**src/rtl/dm_access_unit_if.sv**
```systemverilog
// Pipeline-side request/response and DM word-port signals of the data-memory access unit.
// The unit itself uses the slave modport; the pipeline/memory environment uses master.
interface dm_access_unit_if #(
   parameter int ADDR_W = 10
);
   logic              req_valid;
   logic              req_we;
   logic [1:0]        req_size;
   logic              req_sign;
   logic [31:0]       req_addr;
   logic [31:0]       req_wdata;
   logic [31:0]       req_pc;
   logic              busy;
   logic [31:0]       rdata;
   logic              rdata_valid;
   logic              addr_err;
   logic [ADDR_W-1:0] dm_addr;
   logic [31:0]       dm_wdata;
   logic              dm_write;
   logic [31:0]       dm_pc;
   logic [31:0]       dm_rdata;

   modport slave (
      input  req_valid, req_we, req_size, req_sign, req_addr, req_wdata, req_pc, dm_rdata,
      output busy, rdata, rdata_valid, addr_err, dm_addr, dm_wdata, dm_write, dm_pc
   );

   modport master (
      output req_valid, req_we, req_size, req_sign, req_addr, req_wdata, req_pc, dm_rdata,
      input  busy, rdata, rdata_valid, addr_err, dm_addr, dm_wdata, dm_write, dm_pc
   );
endinterface

```
**src/rtl/dm_access_unit.sv**
```systemverilog
// MEM-stage initiator: validates byte/half/word requests, drives the DM word port,
// performs sub-word stores as read-modify-write and returns extended load data.
module dm_access_unit #(
   parameter int ADDR_W = 10
) (
   input logic             clk,
   input logic             reset,
   dm_access_unit_if.slave bus
);
   localparam int LA_W = ADDR_W + 2;

   typedef enum logic [1:0] {IDLE, ACCESS, MERGE_WR} state_t;

   state_t            state_q, state_d;
   logic              we_q, we_d;
   logic [1:0]        size_q, size_d;
   logic              sign_q, sign_d;
   logic [LA_W-1:0]   addr_q, addr_d;
   logic [31:0]       wdata_q, wdata_d;
   logic [31:0]       pc_q, pc_d;
   logic [31:0]       merged_q, merged_d;
   logic [31:0]       rdata_q, rdata_d;
   logic              rdata_valid_q, rdata_valid_d;
   logic              addr_err_q, addr_err_d;

   logic              hi_nz;
   logic              req_err;
   logic [7:0]        byte_lane;
   logic [15:0]       half_lane;
   logic [31:0]       load_ext;
   logic [31:0]       merge_val;
   logic              word_store;

   // Any byte address bit above the DM range makes the request out of range.
   generate
      if (LA_W < 32) begin : g_hi_chk
         assign hi_nz = |bus.req_addr[31:LA_W];
      end else begin : g_hi_none
         assign hi_nz = 1'b0;
      end
   endgenerate

   always_comb begin
      req_err = hi_nz;
      case (bus.req_size)
         2'd1:    if (bus.req_addr[0])            req_err = 1'b1;
         2'd2:    if (bus.req_addr[1:0] != 2'b00) req_err = 1'b1;
         2'd3:    req_err = 1'b1;
         default: ;
      endcase
   end

   always_comb begin
      byte_lane = 8'h00;
      for (int k = 0; k < 4; k++) begin
         if (addr_q[1:0] == k[1:0]) byte_lane = bus.dm_rdata[8*k +: 8];
      end
      half_lane = addr_q[1] ? bus.dm_rdata[31:16] : bus.dm_rdata[15:0];
      case (size_q)
         2'd0:    load_ext = {{24{sign_q & byte_lane[7]}}, byte_lane};
         2'd1:    load_ext = {{16{sign_q & half_lane[15]}}, half_lane};
         default: load_ext = bus.dm_rdata;
      endcase
   end

   // Old word with only the addressed lane replaced by the low store data.
   always_comb begin
      merge_val = bus.dm_rdata;
      if (size_q == 2'd0) begin
         for (int k = 0; k < 4; k++) begin
            if (addr_q[1:0] == k[1:0]) merge_val[8*k +: 8] = wdata_q[7:0];
         end
      end else if (addr_q[1]) begin
         merge_val[31:16] = wdata_q[15:0];
      end else begin
         merge_val[15:0] = wdata_q[15:0];
      end
   end

   always_comb begin
      state_d       = state_q;
      we_d          = we_q;
      size_d        = size_q;
      sign_d        = sign_q;
      addr_d        = addr_q;
      wdata_d       = wdata_q;
      pc_d          = pc_q;
      merged_d      = merged_q;
      rdata_d       = rdata_q;
      rdata_valid_d = 1'b0;
      addr_err_d    = 1'b0;
      case (state_q)
         IDLE: begin
            if (bus.req_valid) begin
               if (req_err) begin
                  addr_err_d = 1'b1;
               end else begin
                  we_d    = bus.req_we;
                  size_d  = bus.req_size;
                  sign_d  = bus.req_sign;
                  addr_d  = bus.req_addr[LA_W-1:0];
                  wdata_d = bus.req_wdata;
                  pc_d    = bus.req_pc;
                  state_d = ACCESS;
               end
            end
         end
         ACCESS: begin
            if (!we_q) begin
               rdata_d       = load_ext;
               rdata_valid_d = 1'b1;
               state_d       = IDLE;
            end else if (size_q == 2'd2) begin
               state_d = IDLE;
            end else begin
               merged_d = merge_val;
               state_d  = MERGE_WR;
            end
         end
         MERGE_WR: state_d = IDLE;
         default:  state_d = IDLE;
      endcase
   end

   always_ff @(posedge clk or posedge reset) begin
      if (reset) begin
         state_q       <= IDLE;
         we_q          <= 1'b0;
         size_q        <= 2'd0;
         sign_q        <= 1'b0;
         addr_q        <= '0;
         wdata_q       <= 32'h0;
         pc_q          <= 32'h0;
         merged_q      <= 32'h0;
         rdata_q       <= 32'h0;
         rdata_valid_q <= 1'b0;
         addr_err_q    <= 1'b0;
      end else begin
         state_q       <= state_d;
         we_q          <= we_d;
         size_q        <= size_d;
         sign_q        <= sign_d;
         addr_q        <= addr_d;
         wdata_q       <= wdata_d;
         pc_q          <= pc_d;
         merged_q      <= merged_d;
         rdata_q       <= rdata_d;
         rdata_valid_q <= rdata_valid_d;
         addr_err_q    <= addr_err_d;
      end
   end

   // Write strobe decodes straight from state so an asynchronous reset kills it at once.
   assign word_store      = (state_q == ACCESS) && we_q && (size_q == 2'd2);
   assign bus.dm_write    = word_store || (state_q == MERGE_WR);
   assign bus.dm_wdata    = (state_q == MERGE_WR) ? merged_q : (word_store ? wdata_q : 32'h0);
   assign bus.dm_addr     = addr_q[LA_W-1:2];
   assign bus.dm_pc       = pc_q;
   assign bus.busy        = (state_q != IDLE);
   assign bus.rdata       = rdata_q;
   assign bus.rdata_valid = rdata_valid_q;
   assign bus.addr_err    = addr_err_q;
endmodule

```
**src/flat_wrapper.sv**
```systemverilog
// flat-port wrapper written by rule: the top's interface ports become plain ports
module dm_access_unit_flat 
#(
   parameter int ADDR_W = 10
)
  (clk, reset, bus_req_valid, bus_req_we, bus_req_size, bus_req_sign, bus_req_addr, bus_req_wdata, bus_req_pc, bus_dm_rdata, bus_busy, bus_rdata, bus_rdata_valid, bus_addr_err, bus_dm_addr, bus_dm_wdata, bus_dm_write, bus_dm_pc);
  dm_access_unit_if #(.ADDR_W(ADDR_W)) bus_i ();
  input logic clk;
  input logic reset;
  input wire logic [$bits(bus_i.req_valid)-1:0] bus_req_valid;
  input wire logic [$bits(bus_i.req_we)-1:0] bus_req_we;
  input wire logic [$bits(bus_i.req_size)-1:0] bus_req_size;
  input wire logic [$bits(bus_i.req_sign)-1:0] bus_req_sign;
  input wire logic [$bits(bus_i.req_addr)-1:0] bus_req_addr;
  input wire logic [$bits(bus_i.req_wdata)-1:0] bus_req_wdata;
  input wire logic [$bits(bus_i.req_pc)-1:0] bus_req_pc;
  input wire logic [$bits(bus_i.dm_rdata)-1:0] bus_dm_rdata;
  output wire logic [$bits(bus_i.busy)-1:0] bus_busy;
  output wire logic [$bits(bus_i.rdata)-1:0] bus_rdata;
  output wire logic [$bits(bus_i.rdata_valid)-1:0] bus_rdata_valid;
  output wire logic [$bits(bus_i.addr_err)-1:0] bus_addr_err;
  output wire logic [$bits(bus_i.dm_addr)-1:0] bus_dm_addr;
  output wire logic [$bits(bus_i.dm_wdata)-1:0] bus_dm_wdata;
  output wire logic [$bits(bus_i.dm_write)-1:0] bus_dm_write;
  output wire logic [$bits(bus_i.dm_pc)-1:0] bus_dm_pc;
  assign bus_i.req_valid = bus_req_valid;
  assign bus_i.req_we = bus_req_we;
  assign bus_i.req_size = bus_req_size;
  assign bus_i.req_sign = bus_req_sign;
  assign bus_i.req_addr = bus_req_addr;
  assign bus_i.req_wdata = bus_req_wdata;
  assign bus_i.req_pc = bus_req_pc;
  assign bus_i.dm_rdata = bus_dm_rdata;
  assign bus_busy = bus_i.busy;
  assign bus_rdata = bus_i.rdata;
  assign bus_rdata_valid = bus_i.rdata_valid;
  assign bus_addr_err = bus_i.addr_err;
  assign bus_dm_addr = bus_i.dm_addr;
  assign bus_dm_wdata = bus_i.dm_wdata;
  assign bus_dm_write = bus_i.dm_write;
  assign bus_dm_pc = bus_i.dm_pc;
  dm_access_unit #(.ADDR_W(ADDR_W)) u_core (.clk(clk), .reset(reset), .bus(bus_i));
endmodule
```
**config.mk**
```make
export PLATFORM = sky130hd
export DESIGN_NAME = dm_access_unit_flat
export DESIGN_NICKNAME = d
export VERILOG_FILES = /design/src/rtl/dm_access_unit_if.sv /design/src/rtl/dm_access_unit.sv /design/src/flat_wrapper.sv
export SDC_FILE = /design/constraint.sdc
export NUM_CORES = 1
export LEC_CHECK = 0
export BUFFER_PORTS_ARGS = -buffer_cell sky130_fd_sc_hd__buf_2
export CAP_MARGIN = 10
export CORE_MARGIN = 2
export CORE_UTILIZATION = 40
export DETAILED_ROUTE_END_ITERATION = 16
export PLACE_DENSITY_LB_ADDON = 0.05
export SETUP_SLACK_MARGIN = 0.05
export SYNTH_ARGS = -nofsm -noshare
export SYNTH_HDL_FRONTEND = slang
export SYNTH_SLANG_ARGS = --single-unit
```
**constraint.sdc**
```tcl
create_clock -name clk -period 5.7 [get_ports clk]
set_clock_uncertainty 0.1 [all_clocks]
set_input_delay 0.57 -clock clk [delete_from_list [all_inputs] [get_ports clk]]
set_output_delay 0.57 -clock clk [all_outputs]
set_load 0.03 [all_outputs]
```
Yosys cells after proc, flatten, opt, wreduce, memory -nomap -nowiden
Cells that the tools add are included.

storage, ports and cells
  flip-flop bits (word level) = 148
  input port bits = 135
  output and inout bits = 110
  word-level logic and storage cells = 69

operators by class
  equal/unequal tests = 12
  mux-type cells = 28
  bitwise gates (word level) = 5
  reductions and logical operators = 13

operator list
  cell                  count
  $mux W32              3
  $mux W8               8
  $pmux W32 S2          1
  $mux W16              3
  $reduce_or A20 Y1     1
  $eq A2 B2 Y1 const B  6
  $eq A2 B1 Y1 const B  4
  $mux W2               4
  $mux W1               7
  $logic_not A2 Y1      3
  $reduce_and A3 Y1     2
  $ne A2 B2 Y1 const B  2
  $pmux W2 S2           1
  $reduce_and A2 Y1     2
  $reduce_bool A2 Y1    2
  $not A1 Y1            3
  $pmux W1 S3           1
  $and A1 B1 Y1         2
  $logic_and A1 B1 Y1   2
  $logic_or A1 B1 Y1    1

Depth between registers and ports, before layout
  depth in word-level cells = 7
  depth in mapped cells = 8
  mapped depth without buffers = 6

Least setup slack after synthesis
OpenSTA, ideal clock, no wires.

  path type = in2reg
  start point = input port bus_req_addr[26]
  end point = register u_core.pc_q[25] (netlist: u_core.bus.dm_pc[25])
  library setup time = 0.125 ns
  arrival = 2.270 ns
  data required time = 5.475 ns
  setup slack = 3.205 ns
  cell stages on the path = 5
  path buffers = 1
  path through = or4_1 o22a_1 nor3_4 buf_6 mux2_2

between the ends
  cells in the longest elaborated chain, start to end = 5
  elaborated cells between the ends (all ways) = 6
  those cells by class = mux (3); bitwise (1); reduce/logical (2)

RTL lines
  what                                    RTL line                                    text
  start, declared                         flat_wrapper.sv:14                          input wire logic [$bits(bus_i.req_addr)-1:0] bus_req_addr;
  $reduce_or A20 Y1 (*)                   dm_access_unit.sv:37                        assign hi_nz = |bus.req_addr[31:LA_W];
  $mux W1, on equally long branches       dm_access_unit.sv:47, dm_access_unit.sv:46
  $pmux W1 S3 (*)                         dm_access_unit.sv:45                        case (bus.req_size)
  $not A1 Y1 (no source line) (*)         n/a
  $reduce_and A3 Y1 (no source line) (*)  n/a
  end signal, assigned                    dm_access_unit.sv:145                       pc_q <= pc_d;
  end, declared                           dm_access_unit.sv:20                        logic [31:0] pc_q, pc_d;

Every way passes the cells marked *; elsewhere a longest branch is shown, timed or not.
A chain may end at the register's enable or synchronous reset.

Worst setup path in the final report
  start point = register u_core.size_q[0]
  end point = output port bus_dm_wdata[14]

between the ends
  cells in the longest elaborated chain, start to end = 4

RTL lines
  what                    RTL line               text
  start, declared         dm_access_unit.sv:16   logic [1:0] size_q, size_d;
  start signal, assigned  dm_access_unit.sv:141  size_q <= size_d;
  $eq A2 B2 Y1            dm_access_unit.sv:154  assign word_store = (state_q == ACCESS) && we_q && (size_q == 2'd2);
  $logic_and A1 B1 Y1     dm_access_unit.sv:154
  $mux W32 (2 in series)  dm_access_unit.sv:156  assign bus.dm_wdata = (state_q == MERGE_WR) ? merged_q : (word_store ? wdata_q : 32'h0);
  end, declared           flat_wrapper.sv:23     output wire logic [$bits(bus_i.dm_wdata)-1:0] bus_dm_wdata;

No other way between the ends.

==> impl_metrics.ini <==
[final_layout]
final_core_util_pct = 52.1
final_cells = 1153
drive_above_1_share_pct = 40.2
nets = 1052
syn2layout_area_growth_pct = 27.6
final_common_cell = buf_2
mostFrequentLayoutCells = buf_2, nand2_1, dfrtp_1

[worst_setup_path]
r2r-start = u_core.size_q[0]$_DFFE_PP0P_
cp-startpoint = u_core.size_q[0]$_DFFE_PP0P_
cpPeakStageDelay_ns = 0.76
crit_buf_inv = 3
path_class = reg2out
cp_data_required_time_ns = 5.03
critPathMaxFanout = 33
crit_arrival_ns = 2.24
crit_cells = 5
endpoint_kind = output pin
cpLargestDelayFamily = flip-flops
ff2ff_path_depth = 5
startpoint_type = flip-flop
r2r_slack_ns = 2.91
path_cells = inv_1 -> a31oi_2 -> buf_4 -> a21oi_1 -> buf_2
slowest_stage = dfrtp_1
endpoint = bus_dm_wdata[14]
rr_endpoint = u_core.merged_q[20]$_DFFE_PP0P_

[clock_network]
htree_num_levels = 4
clock_sinks = 148
ctsRootBufferMaster = clkbuf_16
cts_hold_buf = 0
post_cts_resized = 0
clock_path_buffers = 2
cts_tree = yes
clk_pin_slew_ns = 0.06
post-cts-setup-buffers = 0
cts_buffers = 17
clk-insertion-delay-late_ns = 0.42

[logic_synthesis]
synth_nets = 838
synthDistinctLibCells = 34
ys_seq_area_share_pct = 52.6
netlist_area_mm2 = 0.00704
synth_top_area_cell = dfrtp_1
synth.area.top_cells = dfrtp_1, mux2_2, nand2_1, o21ai_0, a21oi_1
synth_edf_count = 0
synth-async-reset-ratio_pct = 100
synth_warnings = 0
syn_area_per_cell_um2 = 10.1
synth_top_area_share_pct = 52.6
synth_ff_type = dfrtp_1
synth_seq_cells = 148
netlist_instances = 700

[detailed_routing]
wl_per_cell_um = 18.0
drtIter0Drc = 427
num_vias = 5934
firstDrtPassIters = 5
via_per_inst = 5.15
drt-total-wl_um = 20700
antenna_left = 0
drc = 0

[timing]
setup-violations-final = 0
final_max_slew_viol_count = 0
worstMarginPinSlew_ns = 1.12
fin_crit_sh_pct = 51.0
relSlewSlack_pct = 24.8
fin_crit_ns = 2.91
tns_ns = 0
rsz0062_at_grt = no
report.final.hold_viol_count = 0
max_freq_mhz = 344
setup_ws_ns = 2.79

[floorplanning]
num_rows = 48
start_util_pct = 40.9
io_pins = 245
design.core.area_mm2 = 0.0172
die_h_um = 137
dieWidth_um = 137
dieArea_mm2 = 0.0187

[power_and_ir_drop]
total_power_mw = 4.64
ir_drop_mv = 0.243
power.density_mw_per_mm2 = 516
p_leak_nw = 4.47

[grt]
track_usage_pct = 22.7
grt_max_degree = 95
grt_pass1_wl_um = 32200
antenna_found_initial = 2
gr-total-overflow = 0
grt_pass1_vias = 6005

[placement]
preCtsSetupSlack_ns = 2.20
dpl.hpwl_um = 15100
dp_cells = 1119
place.gp.congestion = 0.848
port_buffers = 244

[status]
outcome = complete, no violations

[min_path]
hold_path_class = in2async

[run]
cap_violations = 0
cell families (layout without fill, tap and decap cells):
kind of cell,after synthesis,after routing,share of synthesized area [%]
flops,148,148,52.6
mux,105,105,16.7
compound gates,135,135,10.6
fa+ha+maj,3,3,0.533
simple gates,232,232,14.2
other cells,0,1,0
buf+inv,77,304,5.49
final cells by class:
type	count	area (um^2)
antenna	1	2.50
clock buffer	19	433
clock inverter	13	206
fill	1624	8250
inverter	19	76.3
multi-input combinational	475	2960
sequential	148	3700
tap	225	282
timing repair buffer	253	1320
how the worst min path moves through the flow:
stage / start / end / slack (ns)
floorplan: u_core.merged_q[0]$_DFFE_PP0P_ / u_core.merged_q[0]$_DFFE_PP0P_ / 0.35
global placement: u_core.bus.rdata[15]$_DFFE_PP0P_ / u_core.bus.rdata[15]$_DFFE_PP0P_ / 0.36
detailed placement: u_core.bus.rdata[1]$_DFFE_PP0P_ / u_core.bus.rdata[1]$_DFFE_PP0P_ / 0.37
CTS: bus_req_pc[31] / u_core.bus.dm_pc[31]$_DFFE_PP0P_ / 0.25
global route: bus_req_pc[31] / u_core.bus.dm_pc[31]$_DFFE_PP0P_ / 0.26
finish: reset / u_core.bus.dm_pc[18]$_DFFE_PP0P_ / 0.24
sequential cells by signal, summed over array words and instances (netlist names):
name,count
u_core.merged_q,32
u_core.addr_q,12
u_core.we_q,1
u_core.wdata_q,32
u_core.sign_q,1
u_core.bus.dm_pc,32
u_core.size_q,2
u_core.bus.addr_err,1
u_core.bus.rdata,32
u_core.state_q,2
u_core.bus.rdata_valid,1
layer usage:
metal	GRT usage [%]	vias up	wire (um)
met2	36.3	236	9930
met5	0	-	7
met4	6.71	2	299
met1	30.7	2830	8900
met3	5.52	23	1590
li1	-	2843	-
cell usage after synthesis, types with 10 or more instances:
master,instances
a21oi_1,41
a31oi_1,17
buf_4,10
clkbuf_1,39
dfrtp_1,148
inv_1,19
mux2_2,82
mux2i_1,16
nand2_1,152
nand3_1,33
nor2_1,18
o21ai_0,48
o22ai_1,24
report_power, final:
group | internal (mW) | switching (mW) | leakage [nW]
registers | 1.46 | 0.279 | 1.78
clock network | 0.777 | 0.445 | 0.307
logic | 0.592 | 1.08 | 2.38
worst reg2reg max path: stages (launching register included):
cell and delay [ns]:
dfrtp_1 0.62, nor2_1 0.97, nand2_1 0.11, nand2_1 0.40, mux2i_1 0.33, o21ai_0 0.11
through the flow:
step	hold slack (ns)	area (um^2)
floorplan	0.350	7040
global placement	0.356	8320
detailed placement	0.366	8320
CTS	0.248	8960
global route	0.257	8990
finish	0.241	8990
No activity file was read; power rests on OpenSTA's default activity.
